[config.mk]
export PLATFORM = sky130hd
export DESIGN_NAME = lane_align
export DESIGN_NICKNAME = d
export VERILOG_FILES = /design/src/rtl/bus_arb_lane_align.sv
export SDC_FILE = /design/constraint.sdc
export NUM_CORES = 1
export LEC_CHECK = 0
export BUFFER_PORTS_ARGS = -buffer_cell sky130_fd_sc_hd__buf_2
export CAP_MARGIN = 0
export CORE_AREA = 3 3 66 68
export DETAILED_ROUTE_END_ITERATION = 6
export DIE_AREA = 0 0 69 71
export PLACE_DENSITY = 0.72
export SYNTH_ARGS = -nofsm -noshare
export SYNTH_HDL_FRONTEND = slang
export SYNTH_SLANG_ARGS = --single-unit
[constraint.sdc]
create_clock -name vclk -period 1
set_clock_uncertainty 0.2 [all_clocks]
set_input_delay 0.05 -clock vclk [all_inputs]
set_output_delay 0.05 -clock vclk [all_outputs]
set_load 0.01 [all_outputs]
[src/rtl/bus_arb_lane_align.sv]
// lane_align: byte-lane shifts between LSB-aligned core data and word-wide memory lanes
module lane_align (
  input  logic [1:0]  st_off_i,
  input  logic [31:0] wdata_i,
  input  logic [3:0]  wmask_i,
  output logic [31:0] wdata_o,
  output logic [3:0]  wmask_o,
  input  logic [1:0]  ld_off_i,
  input  logic [31:0] rdata_i,
  output logic [31:0] rdata_o
);
  assign wdata_o = wdata_i << {st_off_i, 3'b000};
  assign wmask_o = wmask_i << st_off_i;
  assign rdata_o = rdata_i >> {ld_off_i, 3'b000};
endmodule

==> results of run 1 <==
-- area by class of cell --
type / count / share of cell area
multi-input combinational: 125 / 0.499
timing repair buffer: 166 / 0.476
tap: 50 / 0.0247
-- how the worst max path moves through the flow --
stage	start	endpoint	slack [ns]	cells past startpoint
global placement	ld_off_i[1]	rdata_o[12]	-0.10	5
finish	ld_off_i[1]	rdata_o[3]	-0.08	5
global route	ld_off_i[1]	rdata_o[12]	-0.11	5
CTS	st_off_i[1]	wdata_o[26]	-0.03	5
floorplan	ld_off_i[0]	rdata_o[0]	0.05	3
detailed placement	ld_off_i[1]	rdata_o[12]	-0.13	5
-- kinds of logic after synthesis --
group           Yosys count  synth area share
buf+inv                  14             0.100
simple gates             40             0.176
mux                      68             0.598
compound gates           17             0.126
-- report_power, final --
part           internal [uW]  switching, uW
clock                      0              0
sequential                 0              0
combinational            677            586
-- through the flow --
step                      hold WS, ns  total power, uW  setup TNS (ns)  setup slack (ns)
after floorplan                0.0416              510               0            0.0501
after global placement          0.216              951           -3.34            -0.105
after detailed placement        0.216              960           -3.96            -0.128
after CTS                       0.223             1110          -0.518           -0.0324
after global routing            0.245             1350           -2.71            -0.106
final                           0.224             1260           -1.24           -0.0780
-- timing repair --
item,in CTS,in global routing
pin swaps,6,13
gates cloned,4,2
gates resized for setup,41,46
endpoints found under the setup margin,59,62
buffers inserted,0,0
-- critical path: stages --
cell     delay [ns]
buf_12         0.12
buf_12         0.15
mux2i_4        0.25
mux2i_1        0.10
buf_2          0.15
-- layout by cell type (no fill, tap or decap) --
master	n
buf_2	127
mux2i_1	52
nor2_1	16
buf_6	14
mux2i_4	10
and2_4	9
and2_1	8
o2bb2ai_2	8
buf_4	8
o2bb2ai_1	7
mux2i_2	6
buf_8	6
buf_12	5
buf_16	4
nor2_2	2
nand2_1	2
o22ai_1	2
clkbuf_16	2
nor2b_4	1
nor2_4	1
nor2b_1	1
-- layer usage --
| layer | global-route usage | share of wire |
|---|---|---|
| met5 | 0 | 0 |
| met4 | 0.0152 | 0.0062 |
| met3 | 0.0227 | 0.095 |
| met2 | 0.361 | 0.53 |
| met1 | 0.214 | 0.36 |
==> impl_metrics.ini, run 1 <==
[outcome]
status = finished, violations left
violations = setup timing

[drt]
first_pass_iters = 4
drc = 0
via_per_inst = 5.04
drt_iter0_markers = 36
ant_nets = 0
vias = 1718
routedWlPerCell_um = 15.5
routed_wl_um = 5290

[global_route]
grt_pass1_vias = 1666
grt_pass1_wl_um = 7670
track_usage = 0.182
antenna_found_initial = 0
grt_max_degree = 23
grt-ovfl-total = 0

[place]
routabilityCongestion = 0.873
place_area_sq_um = 1980
port_buffers = 140
dp_cells = 335
dp_hpwl_um = 3690

[floorplan]
rows = 23
die_x_um = 69
die-area_sq_um = 4900
io_pins = 140
die_y_um = 71
core_area_sq_um = 3910
initial_core_util = 0.291

[worst_hold_path]
hold_path_end = rdata_o[10]
min_delay_path_depth = 3
min_from = rdata_i[18]
hold_class = input port to primary output

[setup_path]
start_kind = input port
worstPathArrival_ns = 0.83
critPathCaptureType = primary output
crit_type = input port to primary output
crit_required_ns = 0.75
critPathMaxFanout = 6

[logic_synthesis]
ys_warn_count = 0
synth_top_area_frac = 0.598
synth_cell_types = 13
synth_cells = 139
syn-cell-area_sq_um = 1140
synth_commonest_cells = mux2i_1 (68), nor2_1 (18), and2_1 (17), o2bb2ai_1 (15), buf_4 (7)
mappedNetlistNets = 211
ys_seq_area_frac = 0
synth_area_per_cell_sq_um = 8.19
synthTopCellsByArea = mux2i_1 (60%), o2bb2ai_1 (12%), and2_1 (9.3%)
yosysTopAreaCell = mux2i_1
synth_most_common_cell = mux2i_1

[power_and_ir_drop]
ir_worst_vdd_mv = 0.287
power.leakage_uw = 0.00137
p_per_area_nw_per_um2 = 500

[cells_and_area]
n_fill_cell = 316
stdcell_count = 341
diodes = 0
area_delta_synth_final_pct = 122
regArea_sq_um = 0
drive_gt1_frac = 0.698
nFlopsAndLatches = 0
multiInputGateArea_sq_um = 1260
fin_area_sq_um = 2530
nClkBuffers = 0
utilization = 0.646
nNetsFinal = 365

[timing]
fin_ws_ns = -0.0780
finalCritPeriodShare = 1.08
period_minus_slack_ns = 1.08
relSlewSlack = 0.877
tightest_slew_ns = 0.180
max_freq_mhz = 928
setup_viol = 38
timing_max_transition_violations_final = 0
rsz0062_at_grt = true
final_hold_viol_count = 0

[clocking]
hold_buffers = 0

[flow_run]
max-cap-violations = 0
Power figures use the tool's default switching activity.
==> run 2: changes to the inputs <==
--- a/config.mk
+++ b/config.mk
@@ -5,11 +5,13 @@
 export SDC_FILE = /design/constraint.sdc
 export NUM_CORES = 1
 export LEC_CHECK = 0
+export ABC_CLOCK_PERIOD_IN_PS = 1000
 export BUFFER_PORTS_ARGS = -buffer_cell sky130_fd_sc_hd__buf_2
 export CAP_MARGIN = 0
 export CORE_AREA = 3 3 66 68
 export DETAILED_ROUTE_END_ITERATION = 6
 export DIE_AREA = 0 0 69 71
+export MAX_ROUTING_LAYER = met4
 export PLACE_DENSITY = 0.72
 export SYNTH_ARGS = -nofsm -noshare
 export SYNTH_HDL_FRONTEND = slang
==> run 2 against run 1 <==
  * First-iteration DRC count is 5.6% higher
  * The flow still finishes with violations (setup timing)
  * Die area unchanged
  * Sequential share of layout area is the same
  * Sequential cell count is the same
  * Fmax grew 0.20%
  * Final area unchanged
==> impl_metrics.ini, run 2 (same netlist as run 1, synthesis figures left out) <==
[global_route]
antenna_found_initial = 0
track_usage = 0.188
grt_pass1_vias = 1666
grt_pass1_wl_um = 7670
grt-ovfl-total = 0
grt_max_degree = 23

[cells_and_area]
nFlopsAndLatches = 0
nClkBuffers = 0
layout.cells.most_common = buf_2
regArea_sq_um = 0
fin_area_sq_um = 2530
area_delta_synth_final_pct = 122
diodes = 0
layout_common_cells = buf_2 (127), mux2i_1 (52), nor2_1 (16)
nNetsFinal = 365
drive_gt1_frac = 0.698

[floorplan]
die-area_sq_um = 4900
io_pins = 140
die_x_um = 69
initial_core_util = 0.291
die_y_um = 71
core_area_sq_um = 3910
rows = 23

[setup_path]
crit_end = rdata_o[3]
critPathMaxFanout = 6
crit_type = input port to primary output
critPathCaptureType = primary output
start_kind = input port
crit_required_ns = 0.75
worstPathArrival_ns = 0.83
setup.worst_path.start = ld_off_i[1]

[timing]
tightest_slew_ns = 0.191
relSlewSlack = 0.870
max_freq_mhz = 930
finalCritPeriodShare = 1.08
setup_viol = 39
rsz0062_at_grt = true
final_hold_viol_count = 0
fin_ws_ns = -0.0758
timing_max_transition_violations_final = 0
hold-worst-slack_ns = 0.224
setup_tns_ns = -1.20
period_minus_slack_ns = 1.08

[power_and_ir_drop]
power.leakage_uw = 0.00137
p_per_area_nw_per_um2 = 499
finalPower_uw = 1260
ir_worst_vdd_mv = 0.287

[outcome]
status = finished, violations left
violations = setup timing

[worst_hold_path]
hold_class = input port to primary output
min_delay_path_depth = 3

[place]
dpl_worst_slack_ns = -0.128
place_area_sq_um = 1980
port_buffers = 140
dp_hpwl_um = 3690
routabilityCongestion = 0.888

[drt]
routed_wl_um = 5270
vias = 1706
ant_nets = 0
drc = 0
drt_iter0_markers = 38
via_per_inst = 5.00
routedWlPerCell_um = 15.5
first_pass_iters = 4

[flow_run]
max-cap-violations = 0

[clocking]
post_cts_buffers = 0
hold_buffers = 0
run 2: cell counts in the layout (fill, tap and decap cells not counted):
No cell type changed its count.
run 2: worst min path at each step:
stage	startpoint	to	slack, ns
after floorplan	rdata_i[18]	rdata_o[10]	0.04
after global placement	wmask_i[0]	wmask_o[0]	0.22
after detailed placement	wdata_i[1]	wdata_o[1]	0.22
after CTS	wmask_i[0]	wmask_o[0]	0.22
after global routing	wmask_i[0]	wmask_o[0]	0.25
final	rdata_i[18]	rdata_o[10]	0.22
run 2: stage by stage:
step | instances | util
after floorplan | 139 | -
after global placement | 335 | 0.505
after detailed placement | 335 | 0.505
after CTS | 339 | 0.572
after global routing | 341 | 0.646
final | 341 | 0.646
run 2: what timing repair did:
item	in CTS	in global routing
pin swaps	6	13
setup endpoints to repair	59	62
gates cloned	4	2
resized for setup	41	46
run 2: layout make-up:
type	count	area, sq um
repair buffers	166	1200
well taps	50	62.6
multi-input cells	125	1260
fillers	316	1390
run 2: worst max-delay path, cell delays in order:
cell	delay, ns
buf_12	0.12
buf_12	0.15
mux2i_4	0.25
mux2i_1	0.10
buf_2	0.15
run 2: where the power goes:
group | switching [uW] | internal (uW) | leakage (uW)
Combinational | 585 | 677 | 0.00137
Clock | 0 | 0 | 0
Sequential | 0 | 0 | 0
Total | 585 | 677 | 0.00137
run 2: per-layer routing:
metal,GRT usage,share of wire,routed length (um),up-vias
met5,-,0,0,-
li1,-,-,-,820
met1,0.214,0.36,1910,777
met4,0.0152,0.0063,33,0
met2,0.361,0.54,2830,105
met3,0.0241,0.094,494,4
==> run 3: changes to the inputs <==
--- a/config.mk
+++ b/config.mk
@@ -12,7 +12,7 @@
 export DETAILED_ROUTE_END_ITERATION = 6
 export DIE_AREA = 0 0 69 71
 export MAX_ROUTING_LAYER = met4
-export PLACE_DENSITY = 0.72
+export PLACE_DENSITY = 0.85
 export SYNTH_ARGS = -nofsm -noshare
 export SYNTH_HDL_FRONTEND = slang
 export SYNTH_SLANG_ARGS = --single-unit
==> run 3 against run 2 <==
  * The flow still finishes with violations (setup timing)
  * Sequential share of layout area is the same
  * Utilization shrank 3.3 points
  * Critical path depth unchanged
  * Power decreased by 5.7%
  * Largest cell class unchanged
  * Global-route usage rose by 0.76 points
  * Count of clock-buffer cells in the layout unchanged
  * Sequential cell count stayed put
  * Fmax is 1.0% higher
  * First-iteration DRC count is 34% lower
  * Highest routed layer unchanged
==> impl_metrics.ini, run 3 (same netlist as run 1, synthesis figures left out) <==
[setup_path]
crit_required_ns = 0.75
path_common_cell = buf_12
critPathCaptureType = primary output
crit_family = buffers and inverters
start_kind = input port
worst_path_max_delay_cell = mux2i_4
worstPathArrival_ns = 0.81
crit_chain = buf_12 -> buf_12 -> mux2i_4 -> mux2i_1 -> buf_2
critPathMaxFanout = 6
crit_type = input port to primary output
path_buf_inv = 3
cpPeakStageDelay_ns = 0.18

[floorplan]
die_x_um = 69
core_area_sq_um = 3910
die-area_sq_um = 4900
die_y_um = 71
initial_core_util = 0.291
io_pins = 140
rows = 23

[place]
routabilityCongestion = 0.922
dp_cells = 340
port_buffers = 140
dp_hpwl_um = 3870

[cells_and_area]
diodes = 0
nFlopsAndLatches = 0
regArea_sq_um = 0
multiInputGateArea_sq_um = 1180
drive_gt1_frac = 0.651
nClkBuffers = 0
n_fill_cell = 306
layout.cells.most_common = buf_2
utilization = 0.613
stdcell_count = 345
nNetsFinal = 369
area_delta_synth_final_pct = 111
layout_common_cells = buf_2 (136), mux2i_1 (54), nor2_1 (18)

[power_and_ir_drop]
power.leakage_uw = 0.00136
p_per_area_nw_per_um2 = 496
finalPower_uw = 1190
ir_worst_vdd_mv = 0.308

[drt]
first_pass_iters = 4
drc = 0
vias = 1743
routedWlPerCell_um = 14.9
via_per_inst = 5.05
drt_iter0_markers = 25
routed_wl_um = 5150
ant_nets = 0

[global_route]
grt-ovfl-total = 0
antenna_found_initial = 0
grt_pass1_vias = 1710
grt_max_degree = 13
track_usage = 0.195
grt_pass1_wl_um = 7960

[timing]
setup_tns_ns = -0.220
tightest_slew_ns = 0.252
finalCritPeriodShare = 1.06
timing_max_transition_violations_final = 0
setup_viol = 8
hold-worst-slack_ns = 0.215
final_hold_viol_count = 0
relSlewSlack = 0.827
rsz0062_at_grt = true
max_freq_mhz = 939
fin_ws_ns = -0.0649
period_minus_slack_ns = 1.06

[worst_hold_path]
hold_class = input port to primary output

[outcome]
violations = setup timing
status = finished, violations left

[flow_run]
max-cap-violations = 0
-- run 3: cell types whose count changed in the layout (fill, tap and decap cells not counted), moves of 2 or more --
cell,delta
o2bb2ai_2,-3
buf_4,+3
mux2i_1,+2
o2bb2ai_1,+3
mux2i_4,-3
buf_16,-3
nor2_1,+2
and2_1,+9
buf_6,-6
and2_4,-9
buf_2,+9
-- run 3: timing repair --
action                     4_1_cts  5_1_grt
cloned                           2        2
setup endpoints to repair       68       43
resized for setup               37       25
pin swaps                        2        7
hold buffers                     0        0
buffers inserted                 0        1
-- run 3: metrics by stage --
step	setup slack, ns	cell area, sq um
4_1_cts	-0.0332	2200
2_1_floorplan	0.0501	1140
6_report	-0.0649	2400
3_3_place_gp	-0.181	2000
3_5_place_dp	-0.226	2000
5_1_grt	-0.0775	2400
-- run 3: worst paths after layout --
path / from / end / slack [ns] / cells past startpoint
worst max-delay path: ld_off_i[1] / rdata_o[4] / -0.06 / 5
worst min-delay path: rdata_i[27] / rdata_o[27] / 0.22 / 3
-- run 3: layer usage --
metal  GRT usage  vias up  part of all wire
li1            -      833                 -
met1       0.211      783              0.36
met2       0.373      115              0.53
met3      0.0313       12             0.096
met4      0.0412        0             0.021
met5           -        -                 0
-- run 3: layout make-up --
type / instances / share of cell area
repair buffers: 170 / 0.480
multi-input cells: 125 / 0.493
well taps: 50 / 0.0261
-- run 3: power breakdown --
group	switching [uW]	total, uW	internal (uW)
clock	0	0	0
combinational	554	1190	637
sequential	0	0	0
